[src/rtl/vga_timing_gen.sv]
// vga_timing_gen: 640x480@60Hz VGA timing from the 50 MHz system clock.
//
// A clock-enable divider produces one pixel advance every CLK_DIV system
// clocks; there is no second clock domain. Every output is a flop, so the
// pins never see a combinational path from the counters.
//
// Optional feature macro: VGA_LOOKAHEAD_EN adds next_x / next_y /
// next_visible, the position (and its visible flag) that the next pix_en
// will present.
//
// Ports:
//   clk          in   system clock
//   rst_n        in   asynchronous active-low reset
//   ena          in   run enable; low freezes all state, strobes drop to 0
//   pix_en       out  one-clk pulse on each pixel advance
//   hsync        out  horizontal sync, active level HSYNC_POL
//   vsync        out  vertical sync, active level VSYNC_POL
//   visible      out  position inside the active area
//   x_coord      out  horizontal position 0..H_TOTAL-1
//   y_coord      out  vertical position 0..V_TOTAL-1
//   line_start   out  one-clk pulse when x_coord becomes 0
//   frame_start  out  one-clk pulse when the position becomes (0,0)
//   frame_count  out  frames started since reset, wraps at 8 bits
//   next_x/next_y/next_visible (VGA_LOOKAHEAD_EN only) look-ahead position
module vga_timing_gen #(
    parameter int CLK_DIV   = 2,
    parameter int H_ACTIVE  = 640,
    parameter int H_FP      = 16,
    parameter int H_SYNC    = 96,
    parameter int H_BP      = 48,
    parameter int V_ACTIVE  = 480,
    parameter int V_FP      = 10,
    parameter int V_SYNC    = 2,
    parameter int V_BP      = 33,
    parameter bit HSYNC_POL = 1'b0,
    parameter bit VSYNC_POL = 1'b0
) (
    input  logic       clk,
    input  logic       rst_n,
    input  logic       ena,
    output logic       pix_en,
    output logic       hsync,
    output logic       vsync,
    output logic       visible,
    output logic [9:0] x_coord,
    output logic [9:0] y_coord,
    output logic       line_start,
    output logic       frame_start,
    output logic [7:0] frame_count
`ifdef VGA_LOOKAHEAD_EN
    ,
    output logic [9:0] next_x,
    output logic [9:0] next_y,
    output logic       next_visible
`endif
);

    localparam int H_TOTAL = H_ACTIVE + H_FP + H_SYNC + H_BP;
    localparam int V_TOTAL = V_ACTIVE + V_FP + V_SYNC + V_BP;
    localparam int DIV_W   = (CLK_DIV > 1) ? $clog2(CLK_DIV) : 1;

    localparam logic [DIV_W-1:0] DIV_LAST = DIV_W'(CLK_DIV - 1);
    localparam logic [9:0]       H_LAST   = 10'(H_TOTAL - 1);
    localparam logic [9:0]       V_LAST   = 10'(V_TOTAL - 1);
    // 11-bit bounds so an end value of exactly 1024 still compares correctly.
    localparam logic [10:0] H_ACT  = 11'(H_ACTIVE);
    localparam logic [10:0] V_ACT  = 11'(V_ACTIVE);
    localparam logic [10:0] HS_BEG = 11'(H_ACTIVE + H_FP);
    localparam logic [10:0] HS_END = 11'(H_ACTIVE + H_FP + H_SYNC);
    localparam logic [10:0] VS_BEG = 11'(V_ACTIVE + V_FP);
    localparam logic [10:0] VS_END = 11'(V_ACTIVE + V_FP + V_SYNC);

    // Counters are 10 bits wide; larger timings cannot be represented.
    if (H_TOTAL > 1024 || V_TOTAL > 1024) begin : g_bad_total
        $error("vga_timing_gen: H_TOTAL and V_TOTAL must be <= 1024");
    end
    if (CLK_DIV < 1) begin : g_bad_div
        $error("vga_timing_gen: CLK_DIV must be >= 1");
    end

    typedef struct packed {
        logic [9:0] h;
        logic [9:0] v;
    } pos_t;

    // Raster-order successor of (h,v), wrapping at the end of line and frame.
    function automatic pos_t step_pos(input pos_t p);
        pos_t n;
        n = p;
        if (p.h == H_LAST) begin
            n.h = '0;
            n.v = (p.v == V_LAST) ? '0 : p.v + 10'd1;
        end else begin
            n.h = p.h + 10'd1;
        end
        return n;
    endfunction

    function automatic logic is_visible(input pos_t p);
        return ({1'b0, p.h} < H_ACT) && ({1'b0, p.v} < V_ACT);
    endfunction

    logic [DIV_W-1:0] div_q, div_d;
    pos_t             pos_q, pos_d;
    logic             pix_en_q, pix_en_d;
    logic             visible_q, visible_d;
    logic             hsync_q, hsync_d;
    logic             vsync_q, vsync_d;
    logic             line_start_q, line_start_d;
    logic             frame_start_q, frame_start_d;
    logic [7:0]       frame_count_q, frame_count_d;
    logic             adv;

    always_comb begin
        adv           = ena && (div_q == DIV_LAST);
        div_d         = div_q;
        pos_d         = pos_q;
        pix_en_d      = adv;
        visible_d     = visible_q;
        hsync_d       = hsync_q;
        vsync_d       = vsync_q;
        line_start_d  = 1'b0;
        frame_start_d = 1'b0;
        frame_count_d = frame_count_q;

        if (ena) begin
            div_d = adv ? '0 : div_q + 1'b1;
        end

        // Outputs are decoded from the new position so they line up with it.
        if (adv) begin
            pos_d     = step_pos(pos_q);
            visible_d = is_visible(pos_d);
            hsync_d   = ({1'b0, pos_d.h} >= HS_BEG && {1'b0, pos_d.h} < HS_END)
                        ? HSYNC_POL : ~HSYNC_POL;
            // v only moves when h wraps, so vsync changes at the h=0 boundary.
            vsync_d   = ({1'b0, pos_d.v} >= VS_BEG && {1'b0, pos_d.v} < VS_END)
                        ? VSYNC_POL : ~VSYNC_POL;
            line_start_d  = (pos_d.h == '0);
            frame_start_d = (pos_d.h == '0) && (pos_d.v == '0);
            if (frame_start_d) begin
                frame_count_d = frame_count_q + 8'd1;
            end
        end
    end

    always_ff @(posedge clk or negedge rst_n) begin
        if (!rst_n) begin
            div_q         <= '0;
            pos_q         <= '{h: H_LAST, v: V_LAST};
            pix_en_q      <= 1'b0;
            visible_q     <= 1'b0;
            hsync_q       <= ~HSYNC_POL;
            vsync_q       <= ~VSYNC_POL;
            line_start_q  <= 1'b0;
            frame_start_q <= 1'b0;
            frame_count_q <= '0;
        end else begin
            div_q         <= div_d;
            pos_q         <= pos_d;
            pix_en_q      <= pix_en_d;
            visible_q     <= visible_d;
            hsync_q       <= hsync_d;
            vsync_q       <= vsync_d;
            line_start_q  <= line_start_d;
            frame_start_q <= frame_start_d;
            frame_count_q <= frame_count_d;
        end
    end

    assign pix_en      = pix_en_q;
    assign hsync       = hsync_q;
    assign vsync       = vsync_q;
    assign visible     = visible_q;
    assign x_coord     = pos_q.h;
    assign y_coord     = pos_q.v;
    assign line_start  = line_start_q;
    assign frame_start = frame_start_q;
    assign frame_count = frame_count_q;

`ifdef VGA_LOOKAHEAD_EN
    // Always one step ahead of pos_q; the reset value is the successor of
    // the reset position, i.e. (0,0).
    pos_t nxt_q, nxt_d;
    logic nxt_vis_q, nxt_vis_d;

    always_comb begin
        nxt_d     = nxt_q;
        nxt_vis_d = nxt_vis_q;
        if (adv) begin
            nxt_d     = step_pos(pos_d);
            nxt_vis_d = is_visible(nxt_d);
        end
    end

    always_ff @(posedge clk or negedge rst_n) begin
        if (!rst_n) begin
            nxt_q     <= '{h: 10'd0, v: 10'd0};
            nxt_vis_q <= 1'b1;
        end else begin
            nxt_q     <= nxt_d;
            nxt_vis_q <= nxt_vis_d;
        end
    end

    assign next_x       = nxt_q.h;
    assign next_y       = nxt_q.v;
    assign next_visible = nxt_vis_q;
`endif

endmodule

[config.mk]
export PLATFORM = sky130hd
export DESIGN_NAME = vga_timing_gen
export DESIGN_NICKNAME = d
export VERILOG_FILES = /design/src/rtl/vga_timing_gen.sv
export SDC_FILE = /design/constraint.sdc
export NUM_CORES = 1
export LEC_CHECK = 0
export CAP_MARGIN = 20
export CORE_ASPECT_RATIO = 0.75
export CORE_MARGIN = 1.5
export CORE_UTILIZATION = 53
export DETAILED_ROUTE_END_ITERATION = 8
export GPL_TIMING_DRIVEN = 0
export PLACE_DENSITY = 0.8
export SLEW_MARGIN = 25
export SYNTH_ARGS = -nofsm -noshare
export SYNTH_HDL_FRONTEND = slang
export SYNTH_SLANG_ARGS = --single-unit
[constraint.sdc]
create_clock -name clk -period 4.1 [get_ports clk]
set_input_delay 0.41 -clock clk [delete_from_list [all_inputs] [get_ports clk]]
set_output_delay 0.41 -clock clk [all_outputs]
set_load 0.01 [all_outputs]
# After elaboration in Yosys (flattened, before gate mapping)

Index checks and enable logic that the tools add are counted.

Register bits: 35
Logic and storage cells: 40

Add/subtract/negate cells: 4
$lt $le $gt $ge: 6
Eq/ne operators: 2
Mux-type cells: 10
Reductions and logical operators: 8

Operator list:

| operator                | count |
|---|---|
| $mux W10                | 5 |
| $add A10 B1 Y10 const B | 2 |
| $eq A10 B10 Y1 const B  | 2 |
| $logic_not A10 Y1       | 2 |
| $lt A10 B10 Y1 const B  | 2 |
| $lt A10 B9 Y1 const B   | 2 |
| $ge A10 B10 Y1 const B  | 1 |
| $ge A10 B9 Y1 const B   | 1 |
| $add A8 B1 Y8 const B   | 1 |
| $logic_and A1 B1 Y1     | 5 |
| $mux W1                 | 5 |
| $reduce_and A2 Y1       | 1 |
| $add A1 B1 Y1 const B   | 1 |

# Depth between registers and ports, before layout

Gate-level depths: netlist of the first run.

Word-level depth: 7
Gate-level depth with buffers: 11
Depth with buffers taken out: 9

# Worst setup path after synthesis of the first run

OpenSTA, ideal clock, no wires.

Path type: register to register
From: register pos_q (netlist bit x_coord[0])
To: register frame_count_q[7] (netlist: frame_count[7])
Library setup time: 0.079 ns
Arrival: 2.833 ns
Data required time: 4.021 ns
Path slack: 1.188 ns
Stages on the path, launching flop included: 12
Buffers on the path: 3
Clock period less this slack: 2.912 ns
Path through: dfstp_2 > ha_1 > and4_1 > buf_4 > and3_1 > buf_4 > o21bai_2 > a2111oi_4 > or4b_1 > buf_6 > nor4_4 > xor2_1

Cells in the longest elaborated chain, start to end: 6
Elaborated cells on any way between the ends: 10
Those cells by class: 1 x add/sub; 1 x eq/ne; 4 x mux; 4 x reduce/logical

RTL lines:

| item                                              | line   | text |
|---|---|---|
| start: declaration                                | 104    | `pos_t pos_q, pos_d;` |
| start signal: assignment                          | 150    | `pos_q <= '{h: H_LAST, v: V_LAST};` |
| start signal: assignment                          | 160    | `pos_q <= pos_d;` |
| $add A10 B1 Y10 or $eq A10 B10 Y1 (tied branches) | 94, 90 |  |
| $mux W10                                          | 90     | `if (p.h == H_LAST) begin` |
| $mux W10                                          | 131    | `if (adv) begin` |
| $logic_not A10 Y1                                 | 140    | `frame_start_d = (pos_d.h == '0) && (pos_d.v == '0);` |
| $logic_and A1 B1 Y1 (*)                           | 140    |  |
| $reduce_and A2 Y1 (no line) (*)                   | -      |  |
| end signal: assignment                            | 167    | `frame_count_q <= frame_count_d;` |
| end: declaration                                  | 111    | `logic [7:0] frame_count_q, frame_count_d;` |

Mark *: on every way between the ends. The rest lies on a longest branch, timed or not. The select of a mux whose other input is x is not followed.
A chain may end at the register's enable or synchronous reset.

# Worst setup path in the final report of the first run

From: register pos_q (netlist bit x_coord[0])
To: register frame_count_q[5] (netlist: frame_count[5])

Same word-level chain as after synthesis.

==> run summary, run 1 <==
The fraction of registers with async set or reset after synthesis is 100%. Of the total synthesized cell area, the portion taken by full adders, half adders and majority gates is 2.82%. After synthesis, the cell types taking the most area are sky130_fd_sc_hd__dfrtp_1 26%, sky130_fd_sc_hd__dfstp_2 14%, sky130_fd_sc_hd__nand2_1 6.1%.

The post-route minimum period is 3.27 ns. The global routing usage on met3 is 6.31%. The clock transition at the register clock pins on the worst setup and hold paths after CTS is 0.08 ns.

The height of the die came out at 59.0 µm. The cell count after synthesis is 243. The detailed placer's ending HPWL is 3.70 mm. The portion of netlist area occupied by mux cells came out at 0.959%.

The count of endpoints failing setup in the final report came out at 0. The via count of the first global-routing pass was 1625. Data on the critical path arrives at its endpoint at 3.48 ns. After the last flow step, the layout net total stands at 295.

Following the worst setup path forward leads to its endpoint at frame_count[5]$_DFFE_PN0P_. The post-synthesis compound-gate area fraction came out at 15.5%. The maximum fanout along the worst path is 10.

The worst slew margin relative to its limit is 71.6%. The mean number of vias per cell came out at 5.59. The total power consumption of the routed design came out at 1000 µW. The total count of max-transition violations in the final report was 0. The share of Yosys cell area claimed by the top area cell type came out at 25.9%. The depth of the most critical reg-to-reg path came out at 11. In the global route stage, met1 resource usage came out at 32.9%. The number of instances resized during post-cts repair came out at 0. The run finished with clean final reports. The tree is rooted in a sky130_fd_sc_hd__clkbuf_8. The top achievable clock speed came out at 306 MHz. The global routing usage summed across all routing layers came out at 22.8%. In this run the critical register-to-register path is launched from x_coord[0]$_DFFE_PN1P_. The leakage power of the design is 0.00113 µW. For this configuration, the core starts out at a cell density of 55.1%. The fraction of layout instances using a drive strength above 1 came out at 14.6%. The portion of the post-synthesis area used by sequential elements came out at 40.2%. The clock tree skew after final layout came out at 0.0111 ns. The smallest setup slack after layout came out at 0.833 ns. The synthesized netlist devotes 25.7% of its cell area to simple gates. The largest voltage drop on the vdd net came out at 0.000199 V. The count of buffers from port buffering came out at 36. The synthesized netlist occupies a cell area of 0.00222 mm². Counting every net in the synthesized netlist gives 251.

The kind of end point of the critical path is a flip-flop. The tightest min-delay check is of the in2async type. The total CTS buffers came out at 5. The routed length per instance is 14.3 µm. The area of the core is 0.00403 mm². The distinct cell type count of the synthesized netlist is 56. The setup check on the worst reg-to-reg path leaves a slack of 0.83 ns. Of the available clock period, the critical path in the final layout requires 79.7%.

The number of rows in the core area is 20. The flop and latch count out of synthesis is 35. For met2 alone, demand over resource in global routing was 34.3%. Setup repair after global routing left no endpoint under its margin.

The power per cell area came out at 361 mW/mm². The number of antenna repair diodes came out at 0. The maximum number of pins on one net before global-route repair is 22. The total of max-cap violations came out at 0. The first global-routing pass estimated 7.92 mm of wire.

The hold buffer count at CTS is 0. After global routing, the most crowded layer is met2. The largest family of logic cells by synthesized area is simple AND/OR/NAND/NOR gates.

The number of levels the H-tree was split into is 2. The final total negative setup slack came out at 0 ns. The overall die area came out at 0.00459 mm². The clock network latency to the later pin of the worst-skew pair is 0.29 ns. The launching element type of the critical path is a flip-flop. The cell accounting for the most synthesized area is sky130_fd_sc_hd__dfrtp_1. The critical path in this run is classified as reg2reg. The final route contains 1916 vias. The growth of design area from synthesis to finish came out at 25.5%.

The number of synthesized flops with an enable pin is 0. The most critical setup path has its startpoint at x_coord[0]$_DFFE_PN1P_. The required time reported for the critical path endpoint came out at 4.31 ns. The synthesized area per cell came out at 9.13 µm². The most used flip-flop cell after synthesis is sky130_fd_sc_hd__dfrtp_1. TritonCTS built the clock tree. The final hold violation count was 0. The transition time at the pin with the least slew margin came out at 0.426 ns. The number of nets with antenna violations after detailed routing is 0.

The clock passes through at most 2 buffers. The die is 77.7 µm wide. The endpoint identified for the worst register-to-register timing path is frame_count[5]$_DFFE_PN0P_. The initial antenna violation count is 0.

The worst slack after detailed placement is 0.861 ns. The total wire length came out at 4.90 mm. The number of detailed-routing iterations run before antenna repair is 4. The post-synthesis share of cell area spent on xor and xnor gates came out at 8.69%.

The DRC violations left is 0. The violation count after the first detailed-route iteration is 180. At the end of routability-driven placement, the weighted congestion stood at 0.885. The warning count from the yosys run is 0. The number of ports placed on the die boundary is 37. Summed over all layers, the global routing overflow is 0.

The clock sink count is 35. Buffers added to address setup during post-CTS repair amount to 0.
## cells in the final DEF, fill, tap and decap left out, types with 6 or more instances in the layout
cell type / instances
sky130_fd_sc_hd__xor2_1: 8
sky130_fd_sc_hd__dfrtp_1: 23
sky130_fd_sc_hd__clkdlybuf4s50_1: 35
sky130_fd_sc_hd__a21oi_1: 8
sky130_fd_sc_hd__dfstp_2: 12
sky130_fd_sc_hd__nand3_1: 15
sky130_fd_sc_hd__nand4_1: 6
sky130_fd_sc_hd__nor2_1: 18
sky130_fd_sc_hd__inv_1: 10
sky130_fd_sc_hd__nand2_1: 36
sky130_fd_sc_hd__o21ai_0: 12
sky130_fd_sc_hd__xnor2_1: 14
## synth_stat cells (3+ instances only)
library cell               number
sky130_fd_sc_hd__a41oi_1        3
sky130_fd_sc_hd__xor2_1         8
sky130_fd_sc_hd__xnor2_1       14
sky130_fd_sc_hd__clkbuf_1       4
sky130_fd_sc_hd__buf_6          3
sky130_fd_sc_hd__ha_1           5
sky130_fd_sc_hd__dfstp_2       12
sky130_fd_sc_hd__and2_1         3
sky130_fd_sc_hd__nor3_1         4
sky130_fd_sc_hd__inv_1         10
sky130_fd_sc_hd__nor2_1        18
sky130_fd_sc_hd__buf_4          5
sky130_fd_sc_hd__nand4_1        6
sky130_fd_sc_hd__o31ai_1        3
sky130_fd_sc_hd__dfrtp_1       23
sky130_fd_sc_hd__nand2_1       36
sky130_fd_sc_hd__nand3_1       15
sky130_fd_sc_hd__a21oi_1        8
sky130_fd_sc_hd__a31oi_1        3
sky130_fd_sc_hd__or4_1          3
sky130_fd_sc_hd__o21ai_0       12
## flip-flops by register name, summed over array words and instances, names as in the netlist
register,flops
div_q,1
pix_en,1
y_coord,10
line_start,1
x_coord,10
vsync,1
frame_count,8
hsync,1
visible,1
frame_start,1
## cell type report
class	instances	area (µm²)
Fill cell	331	1240
Tap cell	55	68.8
Inverter	10	37.5
Sequential cell	35	891
Buffer	15	100
Clock inverter	3	46.3
Multi-Input combinational cell	183	1190
Clock buffer	5	68.8
Timing Repair Buffer	37	383
## routing by layer
layer,vias up,share of wire [%]
li1,946,-
met1,908,49
met2,56,44
met3,6,6.3
met4,0,0.98
met5,-,0
## worst min-delay path by stage
stage	slack, ns	startpoint	end
finish	0.03	rst_n	y_coord[1]$_DFFE_PN0P_
global route	0.05	rst_n	y_coord[5]$_DFFE_PN0P_
CTS	0.04	rst_n	y_coord[4]$_DFFE_PN0P_
detailed placement	0.36	rst_n	y_coord[5]$_DFFE_PN0P_
global placement	0.45	div_q$_DFFE_PN0P_	div_q$_DFFE_PN0P_
floorplan	0.11	rst_n	div_q$_DFFE_PN0P_
## per-stage QoR
| stage | instances | util, % | hold slack [ns] | instance area, µm² |
|---|---|---|---|---|
| 2_1_floorplan | 243 | - | 0.114 | 2220 |
| 3_3_place_gp | 334 | 65.7 | 0.453 | 2650 |
| 3_5_place_dp | 335 | 66.3 | 0.356 | 2670 |
| 4_1_cts | 343 | 69.1 | 0.0385 | 2790 |
| 5_1_grt | 343 | 69.1 | 0.0517 | 2790 |
| 6_report | 343 | 69.1 | 0.0333 | 2790 |
## cell families after synthesis
group / count (synthesis)
compound gates: 48
xor+xnor: 22
fa+ha+maj: 5
buf+inv: 25
flops: 35
mux: 2
simple gates: 106
## critical path, cell delays in order (launching register included)
cell and delay (ns):
sky130_fd_sc_hd__dfstp_2 0.61, sky130_fd_sc_hd__ha_1 0.27, sky130_fd_sc_hd__and4_1 0.21, sky130_fd_sc_hd__buf_4 0.15, sky130_fd_sc_hd__and3_1 0.15, sky130_fd_sc_hd__buf_4 0.17
sky130_fd_sc_hd__o21bai_2 0.13, sky130_fd_sc_hd__a2111oi_4 0.34, sky130_fd_sc_hd__or4b_1 0.51, sky130_fd_sc_hd__buf_6 0.17, sky130_fd_sc_hd__nor3_1 0.28, sky130_fd_sc_hd__xor2_1 0.20
## power breakdown
part | leakage (µW) | switching [µW] | internal (µW)
Combinational | 0.000648 | 131 | 125
Clock | 0.0000548 | 134 | 183
Sequential | 0.000425 | 33.5 | 398
Power figures use the tool's default switching activity.
==> run 2: changes to the inputs <==
clock period = 3.38 ns   (was 4.1 ns; I/O delays follow)
==> run 2 against run 1 <==
  * Sequential power increased by 21%
  * Final area rose by 0.63%
  * Clock power increased by 21%
  * Flip-flop and latch count unchanged
  * Utilization grew 0.43 points
==> run summary, run 2 (synthesis results as in run 1) <==
The flow ran to the end, and the final reports show no timing, DRC or antenna violations. TritonCTS built the clock tree. In the final routed layout, each cell accounts on average for 14.2 µm. The overall via count from detail_route is 1920. The initial antenna violation count is 0. The worst hold path class is reg2reg. The DRC violations left is 0.

The layout net count is 296. The number of detailed-routing iterations run before antenna repair is 4. The cell sitting at the root of the clock tree is a sky130_fd_sc_hd__clkbuf_8. Global routing finished with a remaining overflow of 0. The met3 wire length is 298 µm. The global-route wire length before repair came out at 7.91 mm. The die covers 0.00459 mm². The clock transition at the register clock pins on the worst setup and hold paths after CTS came out at 0.08 ns. In this run the top signal layer used is met4. The count of endpoints failing setup in the final report came out at 0. The total power consumption of the routed design came out at 1220 µW. The post-route met1 wirelength came out at 2.41 mm. The maximum fanout along the worst path came out at 10. The mean number of vias per cell is 5.58. The area of the core is 0.00403 mm². The worst setup path is captured at a flip-flop.

The leakage power of the design is 0.00113 µW. The number of ports placed on the die boundary is 37. In the layout the commonest cells are 36 x sky130_fd_sc_hd__nand2_1, 35 x sky130_fd_sc_hd__clkdlybuf4s50_1, 23 x sky130_fd_sc_hd__dfrtp_1.

The worst-case IR drop observed on VDD is 0.000241 V. Summed over all nets, the switching power comes to 361 µW. The maximum buffer depth of the clock tree is 2.

For the worst setup path, the data required time is 3.59 ns. Measured against its own limit, the worst slew margin works out to 71.0%. The top achievable clock speed is 317 MHz. The number of inserted filler cells in the final layout is 329. Counting the buffers created by CTS gives 5. The height of the die came out at 59.0 µm. The number of rows in the core area came out at 20. The power per cell area came out at 435 mW/mm². The register-to-register path setup slack came out at 0.22 ns. The worst path needs 3.16 ns of the cycle, external delays included. The final hold violation count was 0.

The total count of max-transition violations in the final report is 0. The congestion estimate from routability-driven global placement came to 0.885. The number of antenna repair diodes is 0. Max-cap violations in this run came to 0. The launching element type of the critical path is a flip-flop. For the pin with the worst max-slew slack, the measured transition is 0.435 ns. In this run switching power makes up 29.6% of total power.

The internal power contribution is 858 µW. The detailed placer's ending HPWL is 3.70 mm. The total met2 wirelength after detailed routing came out at 2.14 mm. The kind of critical path is reg2reg. The growth of design area from synthesis to finish came out at 26.3%. The global routing usage summed across all routing layers is 22.8%.

The period utilization came out at 93.4%. The total wire length is 4.89 mm. The die outline width is 77.7 µm. Setup repair after global routing left no endpoint under its margin. Sequential cells account for 42.9% of the total power. The number of nets with antenna violations after detailed routing is 0. The starting density of the core came out at 55.1%. The maximum number of pins on one net before global-route repair came out at 22.

The clock network latency to the later pin of the worst-skew pair came out at 0.29 ns. The library cell used most frequently in the layout, excluding fill and tap cells, is sky130_fd_sc_hd__nand2_1. The clock net in this run drives a total of 35 sinks. During placement, the flow inserted port buffers numbering 36. The number of levels the H-tree was split into is 2.

The combinational cell fraction of total power came out at 25.6%. For the final routed database, the setup TNS stands at 0 ns. The clock tree skew after final layout is 0.00872 ns.

The fraction of layout instances using a drive strength above 1 is 15.2%. The via count of the first global-routing pass came out at 1622. The worst path arrival time came out at 3.37 ns.

In this run, the number of DRC markers left after iteration 0 of detailed routing was 139. The part of the power in the clock network came out at 31.4%.
run 2: area by class of cell:
cell class / count / area (µm²) / area share, %
buffer: 15 / 100 / 3.57
clock buffer: 5 / 68.8 / 2.46
clock inverter: 3 / 46.3 / 1.65
inverter: 10 / 37.5 / 1.34
multi-input combinational: 183 / 1200 / 42.7
sequential: 35 / 891 / 31.8
tap: 55 / 68.8 / 2.46
timing repair buffer: 38 / 393 / 14.0
run 2: final timing paths:
check	start	to	cells past startpoint
max	x_coord[0]$_DFFE_PN1P_	frame_count[5]$_DFFE_PN0P_	11
min	div_q$_DFFE_PN0P_	div_q$_DFFE_PN0P_	1
max reg2reg	x_coord[0]$_DFFE_PN1P_	frame_count[5]$_DFFE_PN0P_	11
min reg2reg	div_q$_DFFE_PN0P_	div_q$_DFFE_PN0P_	1
max in group asynchronous	rst_n	x_coord[3]$_DFFE_PN1P_	3
min in group asynchronous	rst_n	y_coord[4]$_DFFE_PN0P_	2
run 2: critical path: stages, from the launching register on:
cell	delay [ns]
sky130_fd_sc_hd__dfstp_2	0.61
sky130_fd_sc_hd__ha_2	0.25
sky130_fd_sc_hd__and4_1	0.19
sky130_fd_sc_hd__buf_4	0.14
sky130_fd_sc_hd__and3_1	0.15
sky130_fd_sc_hd__buf_4	0.17
sky130_fd_sc_hd__o21bai_2	0.13
sky130_fd_sc_hd__a2111oi_4	0.34
sky130_fd_sc_hd__or4b_1	0.51
sky130_fd_sc_hd__buf_6	0.17
sky130_fd_sc_hd__nor3_2	0.22
sky130_fd_sc_hd__xor2_1	0.19
run 2: layer usage:
metal,vias to the layer above,global-route usage [%]
met3,4,6.31
met4,0,5.45
li1,946,-
met5,-,0
met2,53,34.2
met1,917,32.9
run 2: power groups by stage:
| stage | combinational [µW] | sequential (µW) | clock [µW] |
|---|---|---|---|
| final | 312 | 523 | 383 |
| after global routing | 349 | 532 | 408 |
| after CTS | 314 | 524 | 391 |
| after detailed placement | 312 | 532 | 0 |
| after global placement | 302 | 530 | 0 |
| after floorplan | 172 | 544 | 0 |
run 2: per-stage QoR:
stage	instance area (µm²)	hold WS, ns	util [%]	instances	worst slack [ns]
2_1_floorplan	2220	0.0424	-	243	0.468
3_3_place_gp	2650	0.453	65.7	334	0.218
3_5_place_dp	2670	0.284	66.3	335	0.141
5_1_grt	2800	0.486	69.6	344	0.0319
6_report	2800	0.464	69.6	344	0.223
4_1_cts	2800	0.471	69.4	344	0.114
run 2: what timing repair did:
| action | CTS | global route |
|---|---|---|
| hold buffers | 1 | 0 |
| gates resized for setup | 0 | 2 |
| endpoints found under the setup margin | 0 | 2 |
| endpoints found under the hold margin | 12 | 0 |
| setup buffers | 0 | 0 |
==> run 3: changes to the inputs <==
RECOVER_POWER = 100   (was default)
==> run 3 against run 2 <==
  * Critical path depth did not move
  * Register-to-register slack about the same
  * Non-clock buffer count is the same
  * Largest power group unchanged
  * Cell count unchanged
  * Flip-flop and latch count unchanged
  * Clock power about the same
  * Critical endpoint unchanged
  * Die area unchanged
==> run summary, run 3 (synthesis results as in run 1) <==
The DRC violations left came out at 0. Of the total power, combinational logic draws 24.6%. The violation count after the first detailed-route iteration came out at 145.

After floorplanning, the core was divided into 20 placement rows. The number of nets with antenna violations after detailed routing is 0. The tree built by TritonCTS fans out to 35 sinks. In this run, flip-flops and latches consume 43.4% of the power.

For this run, the share of the core covered by cells in the final layout is 68.8%. The final hold violation count came out at 0. The most common cell after layout, fill and taps aside is sky130_fd_sc_hd__nand2_1. The flow ran to the end, and the final reports show no timing, DRC or antenna violations. The placement-stage cell area came out at 0.00267 mm². The area occupied by registers came out at 891 µm². Cell internal power was estimated by the tool at 841 µW. The maximum buffer depth of the clock tree is 2. The final layout contains 296 nets. The total of max-cap violations came out at 0. The maximum fanout along the worst path came out at 10. The total CTS buffers came out at 5. The total area of multi-input combinational cells came out at 0.00119 mm². Setup violations remaining at the end of the flow were counted as 0. The number of antenna repair diodes is 0. The overall via count from detail_route came out at 1901. Summed over all failing endpoints, the final setup total negative slack is 0 ns.

The total met2 wirelength after detailed routing came out at 2.12 mm. The number of levels the H-tree was split into is 2. The initial antenna violation count is 0. The clock transition at the register clock pins on the worst setup and hold paths after CTS came out at 0.08 ns. The global route total overflow is 0.

The clock tree skew after final layout came out at 0.00934 ns. The clock network latency to the later pin of the worst-skew pair came out at 0.29 ns. The worst slack after detailed placement came out at 0.141 ns. The number of ports placed on the die boundary is 37. The min-delay analysis places its worst path in the category reg2reg. The worst register-to-register path begins at x_coord[0]$_DFFE_PN1P_. In the post-route analysis, the smallest setup slack over all paths is 0.220 ns. The transition time at the pin with the least slew margin is 1.07 ns. The post-route minimum period came out at 3.16 ns.

The fraction of layout instances using a drive strength above 1 is 13.5%. Across the VDD grid, the largest voltage drop is 0.000241 V. On the final layout, the worst hold slack is 0.464 ns.

The top routing layer in use is met4. The height of the die is 59.0 µm. The number of detailed-routing iterations run before antenna repair came out at 4. The top achievable clock speed is 316 MHz. The critical path is of the reg2reg type. The top cell types in the final layout, fill and taps aside, are 36 x sky130_fd_sc_hd__nand2_1, 35 x sky130_fd_sc_hd__dlygate4sd3_1, 23 x sky130_fd_sc_hd__dfrtp_1. The total count of max-transition violations in the final report was 0. The buffers inserted during post-CTS setup optimization is 0.

The worst setup path is captured at a flip-flop. The root buffer cell chosen for the clock tree is sky130_fd_sc_hd__clkbuf_8. The switching power share of the total is 30.0%.

The final critical path takes up 93.5% of the cycle. The switching power came out at 361 µW. The global routing usage summed across all routing layers is 22.8%.

The area of the core is 0.00403 mm². The number of inserted filler cells in the final layout came out at 335. The launching element type of the critical path is a flip-flop. The worst slew margin relative to its limit is 28.5%. The detailed placer's ending HPWL came out at 3.70 mm. TritonCTS built the clock tree. The worst path arrival time came out at 3.37 ns. The total wire length came out at 4.90 mm. The via count of the first global-routing pass is 1622. The die outline width is 77.7 µm. The required time reported for the critical path endpoint came out at 3.59 ns. The met3 wire length is 286 µm. The starting density of the core came out at 55.1%.

The leakage power of the design came out at 0.00118 µW. The mean number of vias per cell came out at 5.53. The count of buffers from port buffering is 36.

The growth of design area from synthesis to finish is 25.0%. The maximum number of pins on one net before global-route repair is 22. The share of total power dissipated in the clock network is 32.0%. The global-route wire length before repair came out at 7.91 mm. After detailed routing, the wire length on met1 is 2.44 mm. In the final routed layout, each cell accounts on average for 14.2 µm. Setup repair after global routing left no endpoint under its margin.

Tracing the worst setup path back leads to its startpoint at x_coord[0]$_DFFE_PN1P_. The start point of the worst min-delay path is div_q$_DFFE_PN0P_. The overall die area is 0.00459 mm². The routability congestion estimate from global placement came out at 0.885. The total non-filler cell area in the finished layout is 0.00277 mm².

The power per cell area came out at 433 mW/mm².
run 3: changes by cell type in the layout (fill, tap and decap cells not counted):
cell | before | now
sky130_fd_sc_hd__dfstp_1 | 0 | 2
sky130_fd_sc_hd__buf_16 | 1 | 0
sky130_fd_sc_hd__clkbuf_1 | 4 | 7
sky130_fd_sc_hd__nor3_2 | 2 | 1
sky130_fd_sc_hd__dlygate4sd3_1 | 1 | 35
sky130_fd_sc_hd__buf_1 | 1 | 0
sky130_fd_sc_hd__clkdlybuf4s50_1 | 35 | 1
sky130_fd_sc_hd__buf_2 | 3 | 2
sky130_fd_sc_hd__dfstp_2 | 12 | 10
sky130_fd_sc_hd__nor3_1 | 3 | 4
run 3: area by class of cell:
class,count,share of cell area (%)
Clock buffer,5,2.48
Buffer,15,3.61
Multi-Input combinational cell,183,43.0
Clock inverter,3,1.67
Timing Repair Buffer,38,13.3
Inverter,10,1.35
Sequential cell,35,32.1
Tap cell,55,2.48
run 3: timing repair:
action	in CTS	in global routing
hold buffers	1	0
gates resized for setup	0	2
endpoints found under the setup margin	0	2
hold endpoints to repair	12	0
run 3: per-stage QoR:
stage / std cells / power [µW]
2_1_floorplan: 243 / 716
3_3_place_gp: 334 / 832
3_5_place_dp: 335 / 844
4_1_cts: 344 / 1230
5_1_grt: 344 / 1270
6_report: 344 / 1200
run 3: metal layers:
metal / vias up / GRT usage [%]
met5: - / 0
met4: 0 / 5.45
met3: 6 / 6.31
met2: 50 / 34.2
met1: 898 / 32.9
li1: 947 / -
run 3: worst max-delay path, cell delays in order, from the launching register on:
cell                        delay, ns
sky130_fd_sc_hd__dfstp_2         0.61
sky130_fd_sc_hd__ha_2            0.25
sky130_fd_sc_hd__and4_1          0.19
sky130_fd_sc_hd__buf_4           0.14
sky130_fd_sc_hd__and3_1          0.15
sky130_fd_sc_hd__buf_4           0.17
sky130_fd_sc_hd__o21bai_2        0.13
sky130_fd_sc_hd__a2111oi_4       0.34
sky130_fd_sc_hd__or4b_1          0.51
sky130_fd_sc_hd__buf_6           0.17
sky130_fd_sc_hd__nor3_2          0.22
sky130_fd_sc_hd__xor2_1          0.19
run 3: power groups by stage:
stage | logic (µW) | clock network, µW | registers [µW]
finish | 295 | 385 | 522
global route | 332 | 408 | 530
CTS | 314 | 391 | 524
detailed placement | 312 | 0 | 532
global placement | 302 | 0 | 530
floorplan | 172 | 0 | 544
run 3: worst paths after layout:
path	end	cells past startpoint	slack, ns
worst max-delay path	frame_count[5]$_DFFE_PN0P_	11	0.22
worst max register to register	frame_count[5]$_DFFE_PN0P_	11	0.22
worst min-delay path	div_q$_DFFE_PN0P_	1	0.46
min in group asynchronous	y_coord[4]$_DFFE_PN0P_	2	0.64
max in group asynchronous	pix_en$_DFF_PN0_	3	1.30
worst min register to register	div_q$_DFFE_PN0P_	1	0.46
